File: config.mk
export PLATFORM = sky130hd
export DESIGN_NAME = hazard_scheduler
export DESIGN_NICKNAME = d
export VERILOG_FILES = /design/src/rtl/hazard_scheduler.sv
export SDC_FILE = /design/constraint.sdc
export NUM_CORES = 1
export LEC_CHECK = 0
export CORE_MARGIN = 3
export CORE_UTILIZATION = 55
export DETAILED_ROUTE_END_ITERATION = 8
export GPL_TIMING_DRIVEN = 1
export PLACE_DENSITY = 0.93
export SLEW_MARGIN = 20
export SYNTH_ARGS = -nofsm -noshare
export SYNTH_HDL_FRONTEND = slang
export SYNTH_SLANG_ARGS = --single-unit
File: constraint.sdc
create_clock -name clock -period 5.04 [get_ports clock]
set_input_delay 1.008 -clock clock [delete_from_list [all_inputs] [get_ports clock]]
set_output_delay 1.008 -clock clock [all_outputs]
set_load 0.01 [all_outputs]
File: src/rtl/hazard_scheduler.sv
// Operand hazard controller: issues S2 into S3, tracks S3..S6 writers, stalls on load-use, registers bypass selects.
// Optional event counters (stall_count, bypass_count) are built only when HAZARD_COUNTERS_EN is defined.
module hazard_scheduler (
  input  logic        clock,
  input  logic        reset,
  input  logic        s2_valid,
  input  logic [4:0]  s2_rs1,
  input  logic [4:0]  s2_rs2,
  input  logic        s2_use_rs1,
  input  logic        s2_use_rs2,
  input  logic [4:0]  s2_rd,
  input  logic        s2_writes_rd,
  input  logic        s2_is_load,
  input  logic        ext_stall,
  input  logic        do_flush,
  output logic        fe_stall,
  output logic        s3_valid,
  output logic [1:0]  bypass,
  output logic [1:0]  rs1_src,
  output logic [1:0]  rs2_src
`ifdef HAZARD_COUNTERS_EN
  ,
  output logic [31:0] stall_count,
  output logic [31:0] bypass_count
`endif
);

  typedef struct packed {
    logic       valid;
    logic [4:0] rd;
    logic       wr;
    logic       ld;
  } sb_entry_t;

  // Index 0 is S3, index 3 is S6.
  sb_entry_t  r_sb [4];
  logic       r_s3_valid;
  logic [1:0] r_bypass;
  logic [1:0] r_rs1_src;
  logic [1:0] r_rs2_src;

  logic       w_hazard;
  logic       w_lu_stall;
  logic       w_issue;
  logic [1:0] w_byp;
  logic [1:0] w_src1;
  logic [1:0] w_src2;
  sb_entry_t  w_s2_entry;

  function automatic logic f_match(sb_entry_t e, logic [4:0] idx, logic use_op);
    return e.valid && e.wr && (e.rd == idx) && (idx != 5'd0) && use_op;
  endfunction

  // A load in S3 or S4 has no result yet for a consumer issuing now.
  always_comb begin
    w_hazard = 1'b0;
    for (int i = 0; i < 2; i++) begin
      if (r_sb[i].ld && (f_match(r_sb[i], s2_rs1, s2_use_rs1) ||
                         f_match(r_sb[i], s2_rs2, s2_use_rs2)))
        w_hazard = 1'b1;
    end
  end

  assign w_lu_stall = s2_valid && w_hazard && !do_flush;
  assign w_issue    = s2_valid && !w_hazard && !do_flush;
  assign fe_stall   = w_lu_stall || ext_stall;

  // Walk oldest to youngest so the youngest match overwrites; entry i lands in S(4+i) after the advance.
  always_comb begin
    w_byp  = 2'b00;
    w_src1 = 2'b00;
    w_src2 = 2'b00;
    for (int i = 2; i >= 0; i--) begin
      if (f_match(r_sb[i], s2_rs1, s2_use_rs1)) begin
        w_byp[0] = 1'b1;
        w_src1   = 2'(i);
      end
      if (f_match(r_sb[i], s2_rs2, s2_use_rs2)) begin
        w_byp[1] = 1'b1;
        w_src2   = 2'(i);
      end
    end
  end

  always_comb begin
    w_s2_entry       = '0;
    w_s2_entry.valid = w_issue;
    w_s2_entry.rd    = s2_rd;
    w_s2_entry.wr    = s2_writes_rd;
    w_s2_entry.ld    = s2_is_load;
  end

  always_ff @(posedge clock or negedge reset) begin
    if (!reset) begin
      for (int i = 0; i < 4; i++) r_sb[i] <= '0;
      r_s3_valid <= 1'b0;
      r_bypass   <= 2'b00;
      r_rs1_src  <= 2'b00;
      r_rs2_src  <= 2'b00;
    end else if (!ext_stall) begin
      r_sb[0] <= w_issue ? w_s2_entry : '0;
      for (int i = 1; i < 4; i++) r_sb[i] <= r_sb[i-1];
      r_s3_valid <= w_issue;
      r_bypass   <= w_issue ? w_byp  : 2'b00;
      r_rs1_src  <= w_issue ? w_src1 : 2'b00;
      r_rs2_src  <= w_issue ? w_src2 : 2'b00;
    end
  end

  assign s3_valid = r_s3_valid;
  assign bypass   = r_bypass;
  assign rs1_src  = r_rs1_src;
  assign rs2_src  = r_rs2_src;

`ifdef HAZARD_COUNTERS_EN
  logic [31:0] r_stall_count;
  logic [31:0] r_bypass_count;

  always_ff @(posedge clock or negedge reset) begin
    if (!reset) begin
      r_stall_count  <= 32'd0;
      r_bypass_count <= 32'd0;
    end else if (!ext_stall) begin
      if (w_lu_stall) r_stall_count <= r_stall_count + 32'd1;
      if (w_issue && (w_byp != 2'b00)) r_bypass_count <= r_bypass_count + 32'd1;
    end
  end

  assign stall_count  = r_stall_count;
  assign bypass_count = r_bypass_count;
`endif

endmodule

=== Word-level counts from Yosys, hierarchy flattened ===
Cells that the tools add are included.

* Equal/unequal tests: 6
* Reduce and logical (&&, ||, !) cells: 34
* Muxes and demuxes: 18

{| class="wikitable"
|+ Operator list
! kind !! number
|-
| equality test 5 bit || 6
|-
| logical AND 1 bit || 27
|-
| two-way mux 2 bit || 9
|-
| nonzero test 5 bit || 2
|-
| two-way mux 1 bit || 8
|-
| two-way mux 8 bit || 1
|-
| logical OR 1 bit || 3
|-
| logical NOT 1 bit || 2
|}

* Word-level logic and storage cells: 73
* Input bits: 24
* Flip-flop bits (word level): 30
* Output and inout bits: 8

=== Logic depth before layout (Yosys ltp) ===
* Depth after elaboration: 12
* Gate-level depth with buffers: 7
* Gate-level depth less buffers: 6

=== Worst setup path after synthesis ===
Ideal clock, no wire load.

* Kind: input to output
* Start: in s2_rs1[1]
* End: out fe_stall
* Path slack: 1.797 ns
* Data arrival time: 2.235 ns
* Data required time: 4.032 ns
* Stages on the path: 6
* Buffers on the path: 0
* Path through: or4_1 > o21ai_2 > nor3_1 > o21ai_2 > nand2_1 > a31o_1

* Cells in the longest elaborated chain, start to end: 11
* Elaborated cells on any way between the ends: 18
* Those cells by class: 2 x eq/ne; 2 x mux; 14 x reduce/logical

{| class="wikitable"
|+ Ends and longest elaborated chain
! element !! line !! RTL
|-
| start, declared || 7 || <nowiki>input logic [4:0] s2_rs1,</nowiki>
|-
| equality test 5 bit || 51 || <nowiki>return e.valid && e.wr && (e.rd == idx) && (idx != 5'd0) && use_op;</nowiki>
|-
| logical AND 1 bit (3 in series) || 51 ||
|-
| logical OR 1 bit || 58 || <nowiki>if (r_sb[i].ld && (f_match(r_sb[i], s2_rs1, s2_use_rs1) ||</nowiki>
|-
| logical AND 1 bit || 58 ||
|-
| two-way mux 1 bit || 58 ||
|-
| two-way mux 1 bit (*) || 58 ||
|-
| logical AND 1 bit (*) (2 in series) || 64 || <nowiki>assign w_lu_stall = s2_valid && w_hazard && !do_flush;</nowiki>
|-
| logical OR 1 bit (*) || 66 || <nowiki>assign fe_stall = w_lu_stall || ext_stall;</nowiki>
|-
| end, declared || 16 || <nowiki>output logic fe_stall,</nowiki>
|}

Mark *: on every way between the ends. The rest lies on a longest branch, timed or not.

=== Worst setup path after layout ===
Same ends and word-level chain as after synthesis.

==> impl_metrics.csv <==
group,metric,value,unit
worst_setup_path,critPathSlowestCell,"or4_1",
global_route,number_of_global_route_vias_before_repair,1267,
timing,maxSlewViolCount,0,
detailed_routing,post-route-drc-count,0,
worst_setup_path,critPathMaxFanout,4,
timing,worst_pin_slew,0.405,ns
floorplan,dieArea,0.00357,mm²
worst_hold_path,worst_min_path_class,"flip-flop to flip-flop",
clock_tree,post-cts-setup-buffer-count,0,
placement,globalplace.congestion,0.915,
detailed_routing,dr_total_vias,1221,
detailed_routing,route.detailed.vias_per_inst,5.71,
yosys,yosysTopAreaCellShare,0.457,
run,maxCapViolCount,0,
yosys,yosysWarningCount,0,
worst_hold_path,hold-path-cell-count,2,
cells_and_area,final_design_area_no_fill,0.00198,mm²
floorplan,height_of_the_die,59.7,µm
power,static-leakage-power,0.811,nW
placement,io_buffer_count,31,
detailed_routing,detail-route-antenna-nets,0,
timing,min_period,4.34,ns
global_route,grt_max_degree,32,
worst_setup_path,worst_path_largest_cell_delay,0.58,ns
timing,timing.clock.skew,0.00334,ns
cells_and_area,nFillCells,194,
clock_tree,cts.hold.buffers_added,0,
worst_setup_path,cp_num_cells,8,
yosys,ys_types,22,
timing,fin_hold_ws,0.489,ns
power,cellPowerDensity,249,mW/mm²
run_status,run_status,"complete, no violations",
detailed_routing,firstDrtPassIters,4,
cells_and_area,drive_gt1_frac,0.201,
timing,setup_tns,0,ns
cells_and_area,mostFrequentLayoutCells,"31 x clkdlybuf4s50_1, 30 x xnor2_1, 29 x dfrtp_1",
yosys,synth_top_cell_by_area,"dfrtp_1",
cells_and_area,flow.area_growth_from_synthesis,24.9,%
global_route,grt_antenna_before_repair,0,
placement,placed_cells,207,
clock_tree,cts_inserted_buffers,5,
cells_and_area,register_area,726,µm²
detailed_routing,routed_wl,3.48,mm
floorplan,rows,18,
power,power.ir.vdd_worst,218,µV
timing,max_freq,0.230,GHz
clock_tree,ctsLongestPathBuffers,2,
timing,final.period_utilization,0.862,
clock_tree,clock_latency,0.33,ns
cells_and_area,final_cell_count_no_fill,214,
cells_and_area,finish.utilization,0.759,
worst_setup_path,reg2reg_depth,6,
detailed_routing,drt-initial-drc-count,42,
clock_tree,clk_pin_slew,0.08,ns
timing,setup_repair_after_global_routing_missed_its_margin,"no",
global_route,global_route_usage_over_all_layers,0.225,
cells_and_area,multiInputGateArea,810,µm²
timing,worst_slew_margin_rel,0.730,
worst_setup_path,path_delay_family,"buffers and inverters",
cells_and_area,fin_nets,208,
clock_tree,clock_tree_from_tritoncts,"built",
yosys,synth.avg_cell_area,10.7,µm²
placement,place_hpwl,2.65,mm
worst_setup_path,worst_ep_arrival_time,3.33,ns
yosys,mappedNetlistNets,172,
worst_setup_path,path_cells,"clkdlybuf4s50_1 -> or4_1 -> o21ai_2 -> nor3_1 -> o21ai_2 -> nand2_1 -> a31o_1 -> clkdlybuf4s50_1",
detailed_routing,routedWlPerCell,16.2,µm
power,finalPower,0.494,mW
clock_tree,cts-htree-levels,2,
placement,dp_slack,0.697,ns
cells_and_area,n_antenna_cell,0,
clock_tree,postCtsResizedCells,0,
placement,placement.cell_area,0.00193,mm²
worst_setup_path,worst_setup_path_start_kind,"primary input",
clock_tree,clock-sinks,29,
floorplan,core_area,0.00261,mm²
cells_and_area,layout.cells.most_common,"clkdlybuf4s50_1",
clock_tree,clk_root_buffer_cell,"clkbuf_4",
global_route,global_route_wire_length_before_repair,5.78,mm
worst_setup_path,cp.buffers_inverters,2,
yosys,yosys-top-cells-area,"dfrtp_1 46%, xnor2_1 17%, mux2_2 11%",
yosys,seq_area_frac_synth,0.457,
global_route,overflow,0,
worst_setup_path,critPathCaptureType,"output port",
floorplan,initial_core_util,0.608,
yosys,netlist_area,0.00159,mm²
yosys,flops_latches_synth,29,
yosys,post_synth_inst_count,148,
worst_setup_path,timing.critical_path.required,4.03,ns
timing,setup_viol,0,
worst_setup_path,critical_path_class,"primary input to output port",
timing,setup_ws,0.697,ns
timing,hold_viol_final,0,
floorplan,die_width,59.7,µm
floorplan,boundaryPins,32,
[flip-flops by register name, indices dropped and copies added, names as in the netlist]
register	count
bypass	2
r_sb	22
rs1_src	2
rs2_src	2
s3_valid	1
[synth_stat cells, drive strengths merged]
library cell and number:
nor2b 2, xnor2 30, nor3 4, or4 2, nor3b 1, o31ai 2, nand4 6, o21ai 15
clkbuf 1, nand3 7, buf 3, or2 2, nand2b 2, or3 2, dfrtp 29, a31o 1
nand2 16, inv 8, mux2 15
[report_power, final]
part / switching, mW / internal, mW
clock: 0.0734 / 0.0657
sequential: 0.0177 / 0.247
combinational: 0.0386 / 0.0519
total: 0.130 / 0.365
[layout make-up]
cell class / count / share of cell area
well taps: 30 / 0.0189
multi-input cells: 107 / 0.408
inverters: 8 / 0.0151
repair buffers: 33 / 0.164
flip-flops and latches: 29 / 0.366
clock buffers: 7 / 0.0278
[worst reg2reg max path: cells and delay by family (launching register included)]
kind / cells / cell delay [ns]
AOI/OAI and AO/OA: 2 / 0.28
and+or+nand+nor: 3 / 0.84
DFF: 1 / 0.45
xor gates and xnor gates: 1 / 0.20
[per-layer routing]
| metal | global-route usage | vias up | routed length (µm) |
|---|---|---|---|
| met5 | 0 | - | 0 |
| met3 | 0.0713 | 12 | 236 |
| met2 | 0.383 | 50 | 1760 |
| li1 | - | 575 | - |
| met1 | 0.269 | 584 | 1400 |
| met4 | 0.0759 | 0 | 78 |
[cell families after synthesis]
family / after synthesis / share of synthesized area
AOI/OAI and AO/OA: 18 / 0.0930
xor gates and xnor gates: 30 / 0.165
buffers and inverters: 12 / 0.0331
DFF: 29 / 0.457
muxes: 15 / 0.106
and+or+nand+nor: 44 / 0.145
[path summary, 6_finish.rpt]
| check | startpoint | end | slack (ns) |
|---|---|---|---|
| max | s2_rs1[1] | fe_stall | 0.70 |
| min | bypass[0] | bypass[0] | 0.49 |
| max reg2reg | r_sb[29] | rs2_src[1] | 3.16 |
| min reg2reg | bypass[0] | bypass[0] | 0.49 |
| max in group asynchronous | reset | s3_valid | 3.71 |
| min in group asynchronous | reset | rs2_src[0] | 1.06 |
Note: power is estimated with default switching activity, not from simulation.
